### config.mk
export PLATFORM = sky130hd
export DESIGN_NAME = fifo_rd_packer_flat
export DESIGN_NICKNAME = d
export VERILOG_FILES = /design/src/rtl/fifo_rd_packer_if.sv /design/src/rtl/fifo_rd_packer.sv /design/src/flat_wrapper.sv
export SDC_FILE = /design/constraint.sdc
export NUM_CORES = 1
export LEC_CHECK = 0
export CORE_MARGIN = 4
export CORE_UTILIZATION = 41
export CTS_BUF_LIST = sky130_fd_sc_hd__clkbuf_2
export DETAILED_ROUTE_END_ITERATION = 10
export GPL_TIMING_DRIVEN = 1
export HOLD_SLACK_MARGIN = 0.05
export PLACE_DENSITY_LB_ADDON = 0.3
export SETUP_SLACK_MARGIN = 0.02
export SKIP_LAST_GASP = 1
export SLEW_MARGIN = 20
export SYNTH_ARGS = -nofsm -noshare
export SYNTH_HDL_FRONTEND = slang
export SYNTH_SLANG_ARGS = --single-unit
### constraint.sdc
create_clock -name rclk -period 4.2 [get_ports rclk]
set_clock_uncertainty 0.05 [all_clocks]
set_input_delay 0.84 -clock rclk [delete_from_list [all_inputs] [get_ports rclk]]
set_output_delay 0.84 -clock rclk [all_outputs]
set_load 0.02 [all_outputs]
### src/rtl/fifo_rd_packer_if.sv
// Read-port and packed-stream signals of fifo_rd_packer.
// master = the packer; slave = the FIFO read port plus the wide-word consumer.
interface fifo_rd_packer_if #(
  parameter int unsigned DSIZE = 8,
  parameter int unsigned RATIO = 4
);
  logic                   empty;
  logic [DSIZE-1:0]       rdata;
  logic                   read;
  logic [DSIZE*RATIO-1:0] out_data;
  logic [RATIO-1:0]       out_keep;
  logic                   out_valid;
  logic                   out_ready;

  modport master (
    input  empty, rdata, out_ready,
    output read, out_data, out_keep, out_valid
  );

  modport slave (
    output empty, rdata, out_ready,
    input  read, out_data, out_keep, out_valid
  );
endinterface

### src/rtl/fifo_rd_packer.sv
// Pops DSIZE-bit FIFO entries, packs RATIO of them per word, and streams words through a 2-deep queue.
// Optional partial-word flush after TIMEOUT idle cycles when PACK_TIMEOUT_EN is defined.
module fifo_rd_packer #(
  parameter int unsigned DSIZE   = 8,
  parameter int unsigned RATIO   = 4,
  parameter int unsigned TIMEOUT = 16
) (
  input  logic             rclk,
  input  logic             rrst,
  fifo_rd_packer_if.master bus
);
  localparam int unsigned LW = $clog2(RATIO);
  localparam int unsigned WW = DSIZE * RATIO;
  localparam logic [LW-1:0] LAST = LW'(RATIO - 1);

`ifdef PACK_TIMEOUT_EN
  localparam int unsigned CW = $clog2(TIMEOUT + 1);
  typedef enum logic [1:0] {S_IDLE, S_FILL, S_FLUSH} state_t;
`else
  typedef enum logic [1:0] {S_IDLE, S_FILL} state_t;
`endif

  state_t          state_q, state_d;
  logic [LW-1:0]   lane_q, lane_d;
  logic [WW-1:0]   pack_q, pack_d;
  logic [WW-1:0]   q0_data_q, q0_data_d, q1_data_q, q1_data_d;
  logic [1:0]      qcount_q, qcount_d;
`ifdef PACK_TIMEOUT_EN
  logic [CW-1:0]    cnt_q, cnt_d;
  logic [RATIO-1:0] q0_keep_q, q0_keep_d, q1_keep_q, q1_keep_d;
  logic [RATIO-1:0] part_keep_c;
`endif

  logic            stall_c, read_c, pop_c, push_c;
  logic [WW-1:0]   word_c, push_data_c;
  logic [RATIO-1:0] push_keep_c;

  // Packing, FSM and 2-entry output queue next-state
  always_comb begin
    state_d     = state_q;
    lane_d      = lane_q;
    pack_d      = pack_q;
    q0_data_d   = q0_data_q;
    q1_data_d   = q1_data_q;
    qcount_d    = qcount_q;
    push_c      = 1'b0;
    push_data_c = pack_q;
    push_keep_c = '1;
`ifdef PACK_TIMEOUT_EN
    cnt_d       = cnt_q;
    q0_keep_d   = q0_keep_q;
    q1_keep_d   = q1_keep_q;
    for (int i = 0; i < int'(RATIO); i++) part_keep_c[i] = (i < int'(lane_q));
`endif

    // Stall only on the completing pop, so read never waits on out_ready
    stall_c = (lane_q == LAST) && (qcount_q == 2'd2);
    read_c  = !rrst && !bus.empty && !stall_c;
`ifdef PACK_TIMEOUT_EN
    read_c  = read_c && (state_q != S_FLUSH);
`endif
    pop_c   = (qcount_q != 2'd0) && bus.out_ready;

    word_c = pack_q;
    word_c[int'(lane_q)*DSIZE +: DSIZE] = bus.rdata;

    if (read_c) begin
      if (lane_q == LAST) begin
        push_c      = 1'b1;
        push_data_c = word_c;
        lane_d      = '0;
        pack_d      = '0;
        state_d     = S_IDLE;
      end else begin
        pack_d  = word_c;
        lane_d  = lane_q + LW'(1);
        state_d = S_FILL;
      end
`ifdef PACK_TIMEOUT_EN
      cnt_d = '0;
    end else if (state_q == S_FILL) begin
      if (cnt_q == CW'(TIMEOUT - 1)) begin
        cnt_d   = '0;
        state_d = S_FLUSH;
      end else begin
        cnt_d = cnt_q + CW'(1);
      end
    end else if ((state_q == S_FLUSH) && (qcount_q != 2'd2)) begin
      push_c      = 1'b1;
      push_data_c = pack_q;
      push_keep_c = part_keep_c;
      lane_d      = '0;
      pack_d      = '0;
      state_d     = S_IDLE;
`endif
    end

    case ({push_c, pop_c})
      2'b10: begin
        if (qcount_q == 2'd0) begin
          q0_data_d = push_data_c;
`ifdef PACK_TIMEOUT_EN
          q0_keep_d = push_keep_c;
`endif
        end else begin
          q1_data_d = push_data_c;
`ifdef PACK_TIMEOUT_EN
          q1_keep_d = push_keep_c;
`endif
        end
        qcount_d = qcount_q + 2'd1;
      end
      2'b01: begin
        q0_data_d = q1_data_q;
`ifdef PACK_TIMEOUT_EN
        q0_keep_d = q1_keep_q;
`endif
        qcount_d  = qcount_q - 2'd1;
      end
      2'b11: begin
        if (qcount_q == 2'd1) begin
          q0_data_d = push_data_c;
`ifdef PACK_TIMEOUT_EN
          q0_keep_d = push_keep_c;
`endif
        end else begin
          q0_data_d = q1_data_q;
          q1_data_d = push_data_c;
`ifdef PACK_TIMEOUT_EN
          q0_keep_d = q1_keep_q;
          q1_keep_d = push_keep_c;
`endif
        end
      end
      default: ;
    endcase
  end

  always_ff @(posedge rclk or posedge rrst) begin
    if (rrst) begin
      state_q   <= S_IDLE;
      lane_q    <= '0;
      pack_q    <= '0;
      q0_data_q <= '0;
      q1_data_q <= '0;
      qcount_q  <= 2'd0;
`ifdef PACK_TIMEOUT_EN
      cnt_q     <= '0;
      q0_keep_q <= '0;
      q1_keep_q <= '0;
`endif
    end else begin
      state_q   <= state_d;
      lane_q    <= lane_d;
      pack_q    <= pack_d;
      q0_data_q <= q0_data_d;
      q1_data_q <= q1_data_d;
      qcount_q  <= qcount_d;
`ifdef PACK_TIMEOUT_EN
      cnt_q     <= cnt_d;
      q0_keep_q <= q0_keep_d;
      q1_keep_q <= q1_keep_d;
`endif
    end
  end

  assign bus.read      = read_c;
  assign bus.out_valid = (qcount_q != 2'd0);
  assign bus.out_data  = q0_data_q;
`ifdef PACK_TIMEOUT_EN
  assign bus.out_keep  = (qcount_q != 2'd0) ? q0_keep_q : '0;
`else
  assign bus.out_keep  = {RATIO{qcount_q != 2'd0}};
`endif
endmodule
### src/flat_wrapper.sv
// flat-port wrapper written by rule: the top's interface ports become plain ports
module fifo_rd_packer_flat 
#(
  parameter int unsigned DSIZE   = 8,
  parameter int unsigned RATIO   = 4,
  parameter int unsigned TIMEOUT = 16
)
  (rclk, rrst, bus_empty, bus_rdata, bus_out_ready, bus_read, bus_out_data, bus_out_keep, bus_out_valid);
  fifo_rd_packer_if #(.DSIZE(DSIZE), .RATIO(RATIO)) bus_i ();
  input  logic rclk;
  input  logic rrst;
  input wire logic [$bits(bus_i.empty)-1:0] bus_empty;
  input wire logic [$bits(bus_i.rdata)-1:0] bus_rdata;
  input wire logic [$bits(bus_i.out_ready)-1:0] bus_out_ready;
  output wire logic [$bits(bus_i.read)-1:0] bus_read;
  output wire logic [$bits(bus_i.out_data)-1:0] bus_out_data;
  output wire logic [$bits(bus_i.out_keep)-1:0] bus_out_keep;
  output wire logic [$bits(bus_i.out_valid)-1:0] bus_out_valid;
  assign bus_i.empty = bus_empty;
  assign bus_i.rdata = bus_rdata;
  assign bus_i.out_ready = bus_out_ready;
  assign bus_read = bus_i.read;
  assign bus_out_data = bus_i.out_data;
  assign bus_out_keep = bus_i.out_keep;
  assign bus_out_valid = bus_i.out_valid;
  fifo_rd_packer #(.DSIZE(DSIZE), .RATIO(RATIO), .TIMEOUT(TIMEOUT)) u_core (.rclk(rclk), .rrst(rrst), .bus(bus_i));
endmodule
==> load_flow_metrics.sql, run 1 <==
INSERT INTO impl_metrics (metric_group, metric, value, unit) VALUES
('clock_network', 'numClockSinks', '100', ''),
('drt', 'routed_wl', '10.51', 'mm'),
('timing', 'maxClockFrequency', '0.3126', 'GHz'),
('clock_network', 'hold_buffers', '0', ''),
('floorplan', 'core_area', '10890', 'um2'),
('pwr', 'power.static_leakage', '2.561', 'nW'),
('timing', 'finalHoldWorstSlack', '0.4818', 'ns'),
('synth', 'yosys_most_used_dff', 'dfrtp_1', ''),
('timing', 'rsz0062_at_grt', 'no', ''),
('synth', 'area_of_the_mapped_netlist', '4571', 'um2'),
('setup_path', 'crit_path_max_fanout', '8', ''),
('finish', 'finalNetCount', '434', ''),
('timing', 'timing_worst_slew_pin_value', '0.8533', 'ns'),
('drt', 'route.detailed.vias_per_inst', '5.746', ''),
('synth', 'synth.most_common_cell', 'dfrtp_1', ''),
('global_route', 'grt_first_pass_wirelength', '17.57', 'mm'),
('worst_hold_path', 'worst_hold_path_type', 'reg -> reg', ''),
('floorplan', 'dieArea', '12900', 'um2'),
('synth', 'synthTopCellsByCount', 'dfrtp_1, a22o_1, a21o_1, mux2_2, clkbuf_1', ''),
('synth', 'syn_area_per_cell', '12.35', 'um2'),
('floorplan', 'starting_density_of_the_core', '41.98', '%'),
('setup_path', 'cp-startpoint', 'u_core.lane_q[0]', ''),
('setup_path', 'critical_r2r_launch', 'u_core.lane_q[0]', ''),
('synth', 'synth.ff_latch_count', '100', ''),
('clock_network', 'ctsResizeCount', '0', ''),
('drt', 'drt_iter0_markers', '205', ''),
('finish', 'antennaDiodeCount', '0', ''),
('global_route', 'overflow', '0', ''),
('finish', 'post_route_cells_drive_above_1_share', '13.49', '%'),
('setup_path', 'required', '3.31', 'ns'),
('timing', 'timing.final.crit_share', '76.16', '%'),
('timing', 'fin_tns_setup', '0', 'ns'),
('timing', 'period_needed', '3.199', 'ns'),
('timing', 'report.final.slew_viol_count', '0', ''),
('synth', 'ys_types', '38', ''),
('floorplan', 'die_w', '113.6', 'um'),
('clock_network', 'cts.reportedPaths.clkPinSlew', '0.26', 'ns'),
('setup_path', 'cp-end-kind', 'primary output', ''),
('synth', 'async_flop_share', '100.0', '%'),
('global_route', 'number_of_global_route_vias_before_repair', '3362', ''),
('run_status', 'outcome', 'complete, no violations', ''),
('floorplan', 'die_height', '113.6', 'um'),
('clock_network', 'tritoncts', 'yes', ''),
('global_route', 'grt_antenna_before_repair', '0', ''),
('clock_network', 'cts.htree.levels', '3', ''),
('clock_network', 'clock_latency_on_the_worst_skew_pair', '0.57', 'ns'),
('place', 'hpwlAfterDp', '6.934', 'mm'),
('synth', 'post_synth_edffs', '0', ''),
('synth', 'synthesized_netlist_cell_count', '370', ''),
('synth', 'synth_fp_nets', '394', ''),
('synth', 'post-synth-top-area-cell', 'dfrtp_1', ''),
('global_route', 'grt_max_degree', '71', ''),
('setup_path', 'crit_arrival', '2.31', 'ns'),
('synth', 'synth_top_cell_area_share', '54.75', '%'),
('timing', 'max-slew-margin-rel', '43.11', '%'),
('place', 'place_congestion', '0.7689', ''),
('worst_hold_path', 'worstHoldStart', 'u_core.qcount_q[0]', ''),
('drt', 'drcViolationCount', '0', ''),
('synth', 'yosys-top-cells-area', 'dfrtp_1, a22o_1, mux2_2', ''),
('place', 'io_buffers', '49', ''),
('clock_network', 'cts_made_buffers', '9', ''),
('job', 'maxCapViolations', '0', ''),
('clock_network', 'clockBufferDepth', '2', ''),
('clock_network', 'postCtsSetupRepairBufs', '0', ''),
('timing', 'setup_violations', '0', ''),
('drt', 'routedWlPerCell', '18.94', 'um'),
('pwr', 'report.power.total', '2.628', 'mW'),
('synth', 'ys_seq_area_share', '54.75', '%'),
('pwr', 'power-per-cell-area', '502.7', 'nW/um2'),
('drt', 'ant_nets', '0', ''),
('pwr', 'vdd_drop_max', '0.2380', 'mV'),
('drt', 'detailroute.via_count', '3189', ''),
('setup_path', 'path_class', 'reg -> out', ''),
('finish', 'area_growth', '14.37', '%'),
('timing', 'report.final.hold_viol_count', '0', ''),
('setup_path', 'worst_setup_path_start_kind', 'register', ''),
('synth', 'synth.yosys.warnings', '0', ''),
('drt', 'drt_pre_antenna_iters', '4', ''),
('global_route', 'grtUsageTotal', '17.14', '%'),
('clock_network', 'clock_tree.root_cell', 'clkbuf_2', ''),
('floorplan', 'ioPinCount', '50', ''),
('finish', 'fin_util', '48.01', '%'),
('floorplan', 'number_of_standard_cell_rows_in_the_floorplan', '38', '');
-- logic make-up (layout without fill, tap and decap cells) --
family	count (synthesis)	count (layout)	share of synthesized area (%)
compound gates	149	149	25.79
flops	100	100	54.75
simple gates	47	47	5.475
buf+inv	36	81	4.435
mux	24	24	5.886
fa+ha+maj	12	12	3.285
xor+xnor	2	2	0.3833
-- path summary, 6_finish.rpt --
kind / to / slack (ns) / cells past startpoint
setup reg to reg: u_core.bus.out_data[15] / 1.24 / 9
hold reg to reg: u_core.qcount_q[0] / 0.48 / 1
setup / recovery: bus_read / 1.00 / 3
max in group asynchronous: u_core.q1_data_q[30] / 2.51 / 3
hold / removal: u_core.qcount_q[0] / 0.48 / 1
min in group asynchronous: u_core.bus.out_data[7] / 0.76 / 2
-- registers in the layout, summed over array words and instances (netlist names) --
| name | count |
|---|---|
| u_core.bus.out_data | 32 |
| u_core.lane_q | 2 |
| u_core.pack_q | 32 |
| u_core.q1_data_q | 32 |
| u_core.qcount_q | 2 |
-- cells in the final DEF (no fill, tap or decap), types with 2 or more instances in the layout --
master,count
a21boi_0,8
a21o_1,23
a21oi_1,9
a22o_1,78
a22oi_1,9
a32oi_1,2
buf_4,8
clkbuf_2,10
clkdlybuf4s50_1,49
clkinv_2,2
dfrtp_1,100
ha_1,12
inv_1,6
mux2_2,23
nand2_1,9
nand2_2,3
nand4_1,8
nor2_1,15
nor2_2,3
nor2b_1,2
o21ai_0,10
o21ai_1,4
xnor2_1,2
-- critical path, stage by stage, from the launching register on --
cell             delay, ns
dfrtp_1               0.52
ha_1                  0.28
a211oi_1              0.29
clkdlybuf4s50_1       0.66
-- cell type report --
| cell class | count | area [um2] |
|---|---|---|
| Sequential cell | 100 | 2502 |
| Tap cell | 140 | 175.2 |
| Fill cell | 1016 | 5660 |
| Inverter | 8 | 45.04 |
| Multi-Input combinational cell | 234 | 1866 |
| Timing Repair Buffer | 57 | 550.5 |
| Clock inverter | 6 | 38.79 |
| Clock buffer | 10 | 50.05 |
-- stage by stage --
step	instances	setup slack, ns	cell area [um2]
after floorplan	370	0.6912	4571
after detailed placement	539	0.6080	5139
after global placement	539	0.6895	5139
final	555	1.001	5228
after CTS	555	0.9505	5228
after global routing	555	0.8571	5228
-- power by group --
group          switching, mW  leakage, nW  internal, mW  total (mW)
clock network          0.326       0.0597        0.0797       0.406
registers              0.119         1.36          1.16        1.28
logic                  0.524         1.14         0.417       0.940
-- per-layer routing --
metal	up-vias	global-route usage, %	wire [um]
met5	-	0	0
li1	1471	-	-
met1	1628	24.04	4939
met3	10	3.501	550
met2	80	26.97	4908
met4	0	5.208	115
Power figures use the tool's default switching activity.
==> run 2: changes to the inputs <==
clock period = 3.17 ns   (was 4.2 ns; I/O delays follow)
==> run 2 against run 1 <==
Compared with the run above:
- global-route usage decreased by 0.24 points
- cell count rose by 0.36%
- via count grew 0.56%
- non-clock buffer count grew 2
- die area unchanged
- largest power group unchanged
- sequential share of layout area decreased by 0.94 points
==> load_flow_metrics.sql, run 2 (same netlist as run 1, synthesis figures left out) <==
INSERT INTO impl_metrics (metric_group, metric, value, unit) VALUES
('run_status', 'outcome', 'complete, no violations', ''),
('floorplan', 'number_of_standard_cell_rows_in_the_floorplan', '38', ''),
('worst_hold_path', 'timing.hold.worst_path_depth', '1', ''),
('floorplan', 'starting_density_of_the_core', '41.98', '%'),
('finish', 'finalNetCount', '436', ''),
('global_route', 'overflow', '0', ''),
('pwr', 'power-per-cell-area', '685.5', 'nW/um2'),
('job', 'maxCapViolations', '0', ''),
('place', 'placed_cells', '541', ''),
('clock_network', 'clock_tree.root_cell', 'clkbuf_2', ''),
('setup_path', 'ff2ff_setup_slack', '0.46', 'ns'),
('clock_network', 'cts.reportedPaths.clkPinSlew', '0.23', 'ns'),
('setup_path', 'critical_r2r_launch', 'u_core.qcount_q[0]', ''),
('timing', 'timing_worst_slew_pin_value', '0.9636', 'ns'),
('setup_path', 'worst_setup_path_start_kind', 'register', ''),
('drt', 'route.detailed.vias_per_inst', '5.758', ''),
('timing', 'post-route-worst-setup-slack', '0.2928', 'ns'),
('worst_hold_path', 'hold_end', 'u_core.qcount_q[0]', ''),
('setup_path', 'path_class', 'reg -> out', ''),
('drt', 'detailroute.via_count', '3207', ''),
('finish', 'post_route_cells_drive_above_1_share', '13.91', '%'),
('finish', 'n_fill_cell', '976', ''),
('timing', 'max-slew-margin-rel', '35.61', '%'),
('clock_network', 'postCtsSetupRepairBufs', '0', ''),
('global_route', 'grt_first_pass_wirelength', '17.40', 'mm'),
('place', 'place_congestion', '0.7855', ''),
('global_route', 'grtUsageTotal', '16.90', '%'),
('drt', 'drcViolationCount', '0', ''),
('drt', 'routedWlPerCell', '18.67', 'um'),
('finish', 'multiInputGateArea', '1866', 'um2'),
('clock_network', 'cts.htree.levels', '3', ''),
('place', 'io_buffers', '49', ''),
('setup_path', 'rr_endpoint', 'u_core.q1_data_q[1]', ''),
('global_route', 'grt_antenna_before_repair', '0', ''),
('drt', 'drt_pre_antenna_iters', '5', ''),
('timing', 'rsz0062_at_grt', 'no', ''),
('pwr', 'vdd_drop_max', '0.2899', 'mV'),
('clock_network', 'tritoncts', 'yes', ''),
('setup_path', 'required', '2.49', 'ns'),
('floorplan', 'die_w', '113.6', 'um'),
('floorplan', 'die_height', '113.6', 'um'),
('worst_hold_path', 'worstHoldStart', 'u_core.qcount_q[0]', ''),
('place', 'hpwlAfterDp', '6.770', 'mm'),
('floorplan', 'dieArea', '12900', 'um2'),
('pwr', 'power.static_leakage', '2.608', 'nW'),
('global_route', 'grt_max_degree', '101', ''),
('floorplan', 'ioPinCount', '50', ''),
('timing', 'period_needed', '2.877', 'ns'),
('finish', 'final_common_cell', 'dfrtp_1', ''),
('clock_network', 'clockBufferDepth', '2', ''),
('floorplan', 'core_area', '10890', 'um2'),
('clock_network', 'numClockSinks', '100', ''),
('finish', 'layoutNonFillerInstCount', '557', ''),
('global_route', 'number_of_global_route_vias_before_repair', '3336', ''),
('timing', 'fin_tns_setup', '0', 'ns'),
('setup_path', 'reg2regPathDepth', '11', ''),
('setup_path', 'crit_arrival', '2.19', 'ns'),
('timing', 'maxClockFrequency', '0.3476', 'GHz'),
('drt', 'ant_nets', '0', ''),
('timing', 'timing.final.crit_share', '90.76', '%'),
('setup_path', 'crit_path_max_fanout', '7', ''),
('drt', 'routed_wl', '10.40', 'mm'),
('clock_network', 'cts_made_buffers', '9', ''),
('worst_hold_path', 'worst_hold_path_type', 'reg -> reg', ''),
('pwr', 'report.power.total', '3.656', 'mW'),
('finish', 'antennaDiodeCount', '0', ''),
('finish', 'area_growth', '16.67', '%'),
('drt', 'drt_iter0_markers', '243', ''),
('finish', 'register_area', '2502', 'um2'),
('finish', 'layout.cells.most_common_list', 'dfrtp_1, a22o_1, clkdlybuf4s50_1', ''),
('timing', 'setup_violations', '0', ''),
('timing', 'report.final.slew_viol_count', '0', ''),
('clock_network', 'clock_latency_on_the_worst_skew_pair', '0.56', 'ns'),
('setup_path', 'cp-end-kind', 'primary output', ''),
('timing', 'report.final.hold_viol_count', '0', ''),
('place', 'post-place-ws', '0.09105', 'ns');
[run 2: cell types whose count changed in the layout (fill, tap and decap cells not counted), moves of 2 or more]
cell and delta:
bufinv_16 +2, buf_12 +3, clkinv_2 -2, clkinvlp_4 +2
[run 2: timing repair]
| action | CTS | global route |
|---|---|---|
| hold buffers | 0 | 0 |
| endpoints found under the setup margin | 0 | 1 |
| resized for setup | 0 | 1 |
| endpoints found under the hold margin | 0 | 0 |
[run 2: metrics by stage]
| step | hold slack, ns | util (%) | instance area [um2] |
|---|---|---|---|
| 6_report | 0.4794 | 48.98 | 5333 |
| 5_1_grt | 0.5080 | 48.98 | 5333 |
| 4_1_cts | 0.4859 | 48.95 | 5330 |
| 3_5_place_dp | 0.4271 | 47.69 | 5192 |
| 3_3_place_gp | 0.4297 | 47.69 | 5192 |
| 2_1_floorplan | 0.4111 | - | 4574 |
[run 2: how the worst max path moves through the flow]
stage | startpoint | end | slack [ns] | cells past startpoint
2_1_floorplan | rrst | u_core.q1_data_q[10] | 0.37 | 8
3_3_place_gp | rrst | u_core.bus.out_data[29] | 0.16 | 7
3_5_place_dp | rrst | u_core.q1_data_q[3] | 0.09 | 10
4_1_cts | u_core.lane_q[0] | bus_read | 0.14 | 3
5_1_grt | u_core.qcount_q[0] | bus_out_keep[0] | 0.09 | 4
6_report | u_core.qcount_q[0] | bus_out_keep[0] | 0.29 | 4
[run 2: power by group]
| group | internal [mW] | switching (mW) |
|---|---|---|
| Combinational | 0.562 | 0.702 |
| Sequential | 1.54 | 0.163 |
| Clock | 0.263 | 0.426 |
[run 2: layout make-up]
| type | count | share of cell area, % |
|---|---|---|
| repair buffers | 59 | 11.36 |
| flip-flops and latches | 100 | 46.93 |
| clock inverters | 6 | 1.642 |
| inverters | 8 | 0.8681 |
| clock buffers | 10 | 0.9385 |
| multi-input cells | 234 | 34.98 |
| well taps | 140 | 3.285 |
[run 2: worst max-delay path: stages, from the launching register on]
cell	delay, ns
dfrtp_1	0.44
inv_1	0.08
ha_1	0.29
inv_1	0.21
clkdlybuf4s50_1	0.65
[run 2: routing by layer]
layer  GRT usage (%)  share of wire (%)  up-vias
li1                -                  -     1475
met1           22.79                 44     1636
met2           27.76                 48       92
met3           4.403                7.6        4
met4           3.446               0.61        0
met5               0                  0        -
